### config.mk
export PLATFORM = sky130hd
export DESIGN_NAME = branch_target_unit
export DESIGN_NICKNAME = d
export VERILOG_FILES = /design/src/rtl/branch_target_unit.sv
export SDC_FILE = /design/constraint.sdc
export NUM_CORES = 1
export LEC_CHECK = 0
export BUFFER_PORTS_ARGS = -buffer_cell sky130_fd_sc_hd__buf_4
export CORE_UTILIZATION = 45
export CTS_CLUSTER_SIZE = 12
export DETAILED_ROUTE_END_ITERATION = 16
export PLACE_DENSITY_LB_ADDON = 0.08
export SYNTH_ARGS = -nofsm -noshare
export SYNTH_HDL_FRONTEND = slang
export SYNTH_SLANG_ARGS = --single-unit
### constraint.sdc
create_clock -name clk -period 2.1 [get_ports clk]
set_input_delay 0.21 -clock clk [delete_from_list [all_inputs] [get_ports clk]]
set_output_delay 0.21 -clock clk [all_outputs]
set_load 0.05 [all_outputs]
### src/rtl/branch_target_unit.sv
// branch_target_unit
//   Registered branch/jump target generator for the Otter core. Computes the
//   BRANCH/JAL target (pc+imm), the JALR target ((rs1+imm) with bit 0 cleared)
//   and the link address (pc+4), flags IALIGN misalignment, and presents all
//   results one clock after an op is accepted.
//
//   Optional return-address stack, built only when the macro
//   BRANCH_TARGET_UNIT_RAS_EN is defined. It predicts JALR return targets and
//   flags mispredictions; without the macro the ras_* outputs are tied to 0.
//
// Ports
//   clk, rst        core clock, asynchronous active-high reset
//   flush           synchronous clear of the output stage and RAS occupancy
//   valid_in, op    op qualifier and opcode (00 BRANCH, 01 JAL, 10 JALR, 11 NONE)
//   pc, rs1, imm    instruction PC, JALR base register, sign-extended immediate
//   link_rd         rd is x1/x5
//   link_rs1        rs1 is x1/x5
//   rd_eq_rs1       rd and rs1 name the same register
//   target          registered target address
//   link_addr       registered pc+4
//   target_valid    one-cycle pulse per accepted op
//   misaligned      target violates IALIGN (meaningful with target_valid)
//   ras_pred        registered prediction popped from the RAS
//   ras_pred_valid  a pop from a non-empty RAS happened
//   ras_mispredict  ras_pred_valid and ras_pred differs from target
module branch_target_unit #(
  parameter int XLEN      = 32,
  parameter int RAS_DEPTH = 4,
  parameter int IALIGN    = 32
) (
  input  logic            clk,
  input  logic            rst,
  input  logic            flush,
  input  logic            valid_in,
  input  logic [1:0]      op,
  input  logic [XLEN-1:0] pc,
  input  logic [XLEN-1:0] rs1,
  input  logic [XLEN-1:0] imm,
  input  logic            link_rd,
  input  logic            link_rs1,
  input  logic            rd_eq_rs1,
  output logic [XLEN-1:0] target,
  output logic [XLEN-1:0] link_addr,
  output logic            target_valid,
  output logic            misaligned,
  output logic [XLEN-1:0] ras_pred,
  output logic            ras_pred_valid,
  output logic            ras_mispredict
);

  typedef enum logic [1:0] {
    OP_BRANCH = 2'b00,
    OP_JAL    = 2'b01,
    OP_JALR   = 2'b10,
    OP_NONE   = 2'b11
  } op_e;

  logic            accept;
  logic [XLEN-1:0] pc_sum;
  logic [XLEN-1:0] jalr_sum;
  logic [XLEN-1:0] next_target;
  logic [XLEN-1:0] next_link;
  logic            next_misaligned;

  // flush outranks valid_in, so a flushed op is simply never accepted
  assign accept      = valid_in && (op != OP_NONE) && !flush;
  assign pc_sum      = pc + imm;
  assign jalr_sum    = rs1 + imm;
  assign next_target = (op == OP_JALR) ? {jalr_sum[XLEN-1:1], 1'b0} : pc_sum;
  assign next_link   = pc + XLEN'(4);

  // With 16-bit alignment only bit 0 matters, and JALR has already cleared it
  assign next_misaligned = (IALIGN == 16) ? next_target[0] : |next_target[1:0];

  always_ff @(posedge clk or posedge rst) begin
    if (rst) begin
      target       <= '0;
      link_addr    <= '0;
      target_valid <= 1'b0;
      misaligned   <= 1'b0;
    end else if (accept) begin
      target       <= next_target;
      link_addr    <= next_link;
      target_valid <= 1'b1;
      misaligned   <= next_misaligned;
    end else begin
      target_valid <= 1'b0;
      misaligned   <= 1'b0;
    end
  end

`ifdef BRANCH_TARGET_UNIT_RAS_EN
  localparam int            PW       = $clog2(RAS_DEPTH);
  localparam logic [PW:0]   RAS_FULL = (PW+1)'(RAS_DEPTH);

  // ptr addresses the next free slot; the top of stack lives at ptr-1
  logic [XLEN-1:0] stack [RAS_DEPTH];
  logic [PW-1:0]   ptr;
  logic [PW-1:0]   top_idx;
  logic [PW:0]     count;
  logic            is_jump;
  logic            push_req;
  logic            pop_req;
  logic            non_empty;
  logic            pop_ok;

  // Every linking JAL/JALR pushes; a JALR whose rs1 is a link register pops
  // unless rd is that same register (then it is a plain push)
  assign is_jump   = (op == OP_JAL) || (op == OP_JALR);
  assign push_req  = accept && is_jump && link_rd;
  assign pop_req   = accept && (op == OP_JALR) && link_rs1 && !(link_rd && rd_eq_rs1);
  assign non_empty = (count != '0);
  assign pop_ok    = pop_req && non_empty;
  assign top_idx   = ptr - PW'(1);

  always_ff @(posedge clk or posedge rst) begin
    if (rst) begin
      for (int i = 0; i < RAS_DEPTH; i++) stack[i] <= '0;
      ptr            <= '0;
      count          <= '0;
      ras_pred       <= '0;
      ras_pred_valid <= 1'b0;
      ras_mispredict <= 1'b0;
    end else if (flush) begin
      count          <= '0;
      ras_pred_valid <= 1'b0;
      ras_mispredict <= 1'b0;
    end else begin
      ras_pred_valid <= pop_ok;
      ras_mispredict <= pop_ok && (stack[top_idx] != next_target);
      if (pop_ok) ras_pred <= stack[top_idx];

      // Pop+push on a non-empty stack replaces the top in place; a pop on an
      // empty stack degenerates to a plain push
      if (pop_ok && push_req) begin
        stack[top_idx] <= next_link;
      end else if (pop_ok) begin
        ptr   <= top_idx;
        count <= count - 1'b1;
      end else if (push_req) begin
        stack[ptr] <= next_link;
        ptr        <= ptr + PW'(1);
        if (count != RAS_FULL) count <= count + 1'b1;
      end
    end
  end
`else
  logic unused_ras;
  assign unused_ras     = ^{link_rd, link_rs1, rd_eq_rs1, (RAS_DEPTH > 0)};
  assign ras_pred       = '0;
  assign ras_pred_valid = 1'b0;
  assign ras_mispredict = 1'b0;
`endif

endmodule

* Word-level counts from Yosys, hierarchy flattened
Index checks and enable logic that the tools add are counted.
** Word-level totals
- Register bits :: 66
- Bits of input ports :: 105
- Output and inout bits :: 100
- Logic and storage cells :: 16
** Cells by class
- Add/sub/neg operators :: 3
- Equal/unequal tests :: 2
- Multiplexer cells :: 3
- Reductions and logical operators :: 4
** Operators by type and width (number)
- 32-bit adder :: 2
- 32-bit by 3-bit adder with 32-bit output (second input constant) :: 1
- 32-bit two-way mux :: 1
- 2-bit == test (second input constant) :: 1
- 1-bit logical AND :: 2
- 1-bit two-way mux :: 2
- 2-bit inequality test (second input constant) :: 1
- 2-bit OR reduction :: 1
- 1-bit logical NOT :: 1

* Longest topological paths before layout
- Depth in word-level cells :: 4
- Gate-level depth with buffers :: 12
- Depth with buffers taken out :: 12

* Worst setup path after synthesis
OpenSTA, ideal clock, no wires.
- Path kind :: input -> register
- Start :: in rs1[1]
- End :: reg target[30]
- Setup time :: 0.126 ns
- Data arrival time :: 2.548 ns
- Data required time :: 1.974 ns
- Slack :: -0.575 ns
- Stages on the path :: 11
- Path buffers :: 0
- Path through :: inv_1 -> fa_1 -> and2b_1 -> o31a_1 -> o21ai_1 -> o31ai_4 -> a211oi_2 -> o31a_1 -> nor3_1 -> nor4b_1 -> a311o_1
** On the way
- Cells in the longest elaborated chain, start to end :: 2
** RTL lines
- start: declaration :: line 37 : input logic [XLEN-1:0] rs1,
- 32-bit adder :: line 68 : assign jalr_sum = rs1 + imm;
- 32-bit two-way mux :: line 69 : assign next_target = (op == OP_JALR) ? {jalr_sum[XLEN-1:1], 1'b0} : pc_sum;
- end signal: assignment :: line 82 : target <= next_target;
- end: declaration :: line 42 : output logic [XLEN-1:0] target,
Every way passes these cells.
A chain may end at the register's enable or synchronous reset.

* Worst setup path after layout
Ends and elaborated chain as after synthesis.

==> results.toml <==
[outcome]
status = "complete, but fails checks"
violations = "negative setup slack"

[routing]
antenna_left = 0
drtIter0Drc = 566
routed_via_density = 5.395
first_pass_iters = 5
drc = 0
wl_per_cell_um = 16.35
wl_um = 22100
vias = 7294

[yosys]
synth_most_common_cell = "nand2_1"
synth_area_per_cell_um2 = 8.020
ys_seq_area_share_pct = 25.68
synth_flop_cell = "dfrtp_1"
synth_edf_count = 0
netlist.area_leader.share_pct = 25.68
synth_seq_cells = 66
syn_inst = 802
synthArstFlopShare_pct = 100.0
netlist-cell-type-count = 62
synth_area_leaders = "dfrtp_1, ha_1, o21ai_0"
synth_top_cells_by_count = "nand2_1, o21ai_0, dfrtp_1, ha_1, nor2_1"
ys_warn_count = 0
yosysTopAreaCell = "dfrtp_1"
syn_area_um2 = 6432

[placement]
dpl_worst_slack_ns = -0.6859
gp_congestion = 0.9114
port_buffers = 167
hpwl_um = 17450
place_inst = 1319

[global_route]
grt_pass1_wl_um = 34230
grt_max_degree = 34
grt_remaining_overflow = 0
antenna_found_initial = 0
gr-usage-all-layers_pct = 29.99
grt_pass1_vias = 6867

[worst_setup_path]
cp-startpoint = "rs1[1]"
critPathRequiredTime_ns = 2.33
cp_common_cell = "o31a_1"
crit_path_end_kind = "flip-flop"
r2r.worst_path.cells = 3
cp_slowest_stage_delay_ns = 0.37
crit_path_cell_trace = "buf_8 > inv_4 > fa_2 > and2b_2 > o31a_1 > o21ai_4 > o31ai_4 > a211oi_4 > o31a_1 > nor3_2 > nor4b_1 > a311o_1"
cp_max_fo = 4
critPathTopFamily = "compound AO/OA/AOI/OAI gates"
cpMaxStageDelayCell = "fa_2"
cp_num_buf_inv = 2
crit_type = "input pin to flip-flop"
r2r_start = "target[30]"
worstPathArrival_ns = 2.63
cp-start-kind = "input pin"
path_depth = 12

[final_layout]
antenna_cells = 0
nFillCells = 1104
area_growth_pct = 59.52
layout-drive-gt1-share_pct = 40.87
nets = 1336
fin_cells = 1352

[hold_path]
hold_class = "input pin to flip-flop"
min_path_cells = 3
min_from = "pc[0]"

[timing]
hold_violations = 0
fin_crit_ns = 2.399
drv_slew = 0
fin_skew_ns = 0
period_share_pct = 114.2
fin_ws_ns = -0.2986
rsz0062_at_grt = "true"
hold_slack_ns = 0.07203
max_freq_mhz = 416.9
worst_pin_slew_ns = 0.6105
max_slew_margin_pct = 59.24
setup_viol = 14

[power]
power_density_nw_per_um2 = 681.5
p_comb_share_pct = 54.3
peakVddDrop_v = 0.0004372
p_switching_uw = 3045
power.share.clock_pct = 21.9
p_int_uw = 3948
p_leak_uw = 0.004948
switching_share_pct = 43.55
total_power_uw = 6993
seq_power_share_pct = 23.8

[clocking]
worstSkewPairLatency_ns = 0.34
clockRootBuffer = "clkbuf_16"
cts_tree = "done"
h-tree-depth = 3
cts.sinks = 66
cts_made_buffers = 9
clk_pin_slew_ns = 0.06
clock_path_buffers = 2

[floorplan]
num_rows = 43
die_w_um = 121.6
io_pins = 205
die_area_um2 = 14780
die_h_um = 121.6
start_util_pct = 46.16
core_um2 = 13930

[flow_run]
cap_violations = 0
==> cells by family (layout without fill, tap and decap cells) <==
| logic type | Yosys count | after routing | share of synthesized area [%] |
|---|---|---|---|
| compound gates | 256 | 256 | 25.50 |
| simple gates | 249 | 249 | 17.92 |
| buf+inv | 84 | 421 | 6.925 |
| fa+ha+maj | 64 | 64 | 12.68 |
| xor+xnor | 79 | 79 | 10.76 |
| mux | 3 | 3 | 0.4863 |
| other cells | 1 | 34 | 0.05830 |
| flops | 66 | 66 | 25.68 |
==> worst register-to-register path, cell delays in order, from the launching register on <==
cell,delay [ns]
dfrtp_1,0.38
a22oi_1,0.19
o31ai_1,0.11
a311o_1,0.28
==> what timing repair did <==
action	CTS	global route
endpoints found under the hold margin	24	0
setup buffers	14	4
resized for setup	58	43
pin swaps	33	32
hold buffers	1	0
endpoints found under the setup margin	15	22
==> metrics by stage <==
| step | cell area [um^2] | utilization (%) | setup TNS, ns |
|---|---|---|---|
| 2_1_floorplan | 6775 | - | -1.666 |
| 3_3_place_gp | 9384 | 67.34 | -9.121 |
| 3_5_place_dp | 9384 | 67.34 | -9.603 |
| 4_1_cts | 10050 | 72.10 | -1.436 |
| 5_1_grt | 10260 | 73.64 | -3.413 |
| 6_report | 10260 | 73.64 | -2.005 |
==> cell usage in the layout (no fill, tap or decap), drive strengths merged, types with 4 or more instances in the layout <==
cell type	count
o31ai	10
a31oi	8
xor2	40
conb	34
o21bai	8
a21oi	56
nor2b	7
nand3	23
o21ai	82
buf	378
nand2b	7
o22ai	4
dfrtp	66
inv	26
xnor2	39
o21a	9
clkbuf	11
a221oi	4
a21o	26
a22oi	5
nor3	14
a21boi	4
and3	8
and4	5
nand2	96
ha	62
a211oi	9
nor2	60
nand4	19
==> flip-flops by register name, summed over array words and instances (netlist names) <==
name,count
link_addr,32
target,32
misaligned,1
target_valid,1
==> final timing paths <==
path | to | slack, ns
max in group asynchronous | target[24] | 1.02
worst max register to register | target[30] | 1.02
worst min-delay path | link_addr[0] | 0.07
worst max-delay path | target[30] | -0.30
min in group asynchronous | target[3] | 0.50
worst min register to register | link_addr[14] | 0.48
==> area by class of cell <==
| cell class | instances | area [um^2] | share of cell area [%] |
|---|---|---|---|
| Multi-Input combinational cell | 685 | 5054 | 49.25 |
| Clock inverter | 5 | 55.05 | 0.5365 |
| Sequential cell | 66 | 1652 | 16.10 |
| Clock buffer | 11 | 232.7 | 2.268 |
| Timing Repair Buffer | 379 | 2940 | 28.66 |
| Tap cell | 180 | 225.2 | 2.195 |
| Inverter | 26 | 102.6 | 0.9999 |
==> power by group through the flow <==
stage / combinational (uW) / sequential (uW) / clock (uW)
CTS: 3690 / 1660 / 1540
global route: 4050 / 1690 / 1590
floorplan: 1380 / 2520 / 0
finish: 3800 / 1660 / 1530
global placement: 3500 / 1680 / 0
detailed placement: 3540 / 1680 / 0
==> routing by layer <==
metal  share of wire (%)  wire, um  vias up  track usage, %
li1                    -         -     3580               -
met1                  46     10190     3409           42.64
met2                  46     10150      275           47.69
met3                 6.5      1427       30           2.949
met4                 1.5       330        0           9.568
met5                   0         0        -               0
No activity file was read; power rests on OpenSTA's default activity.
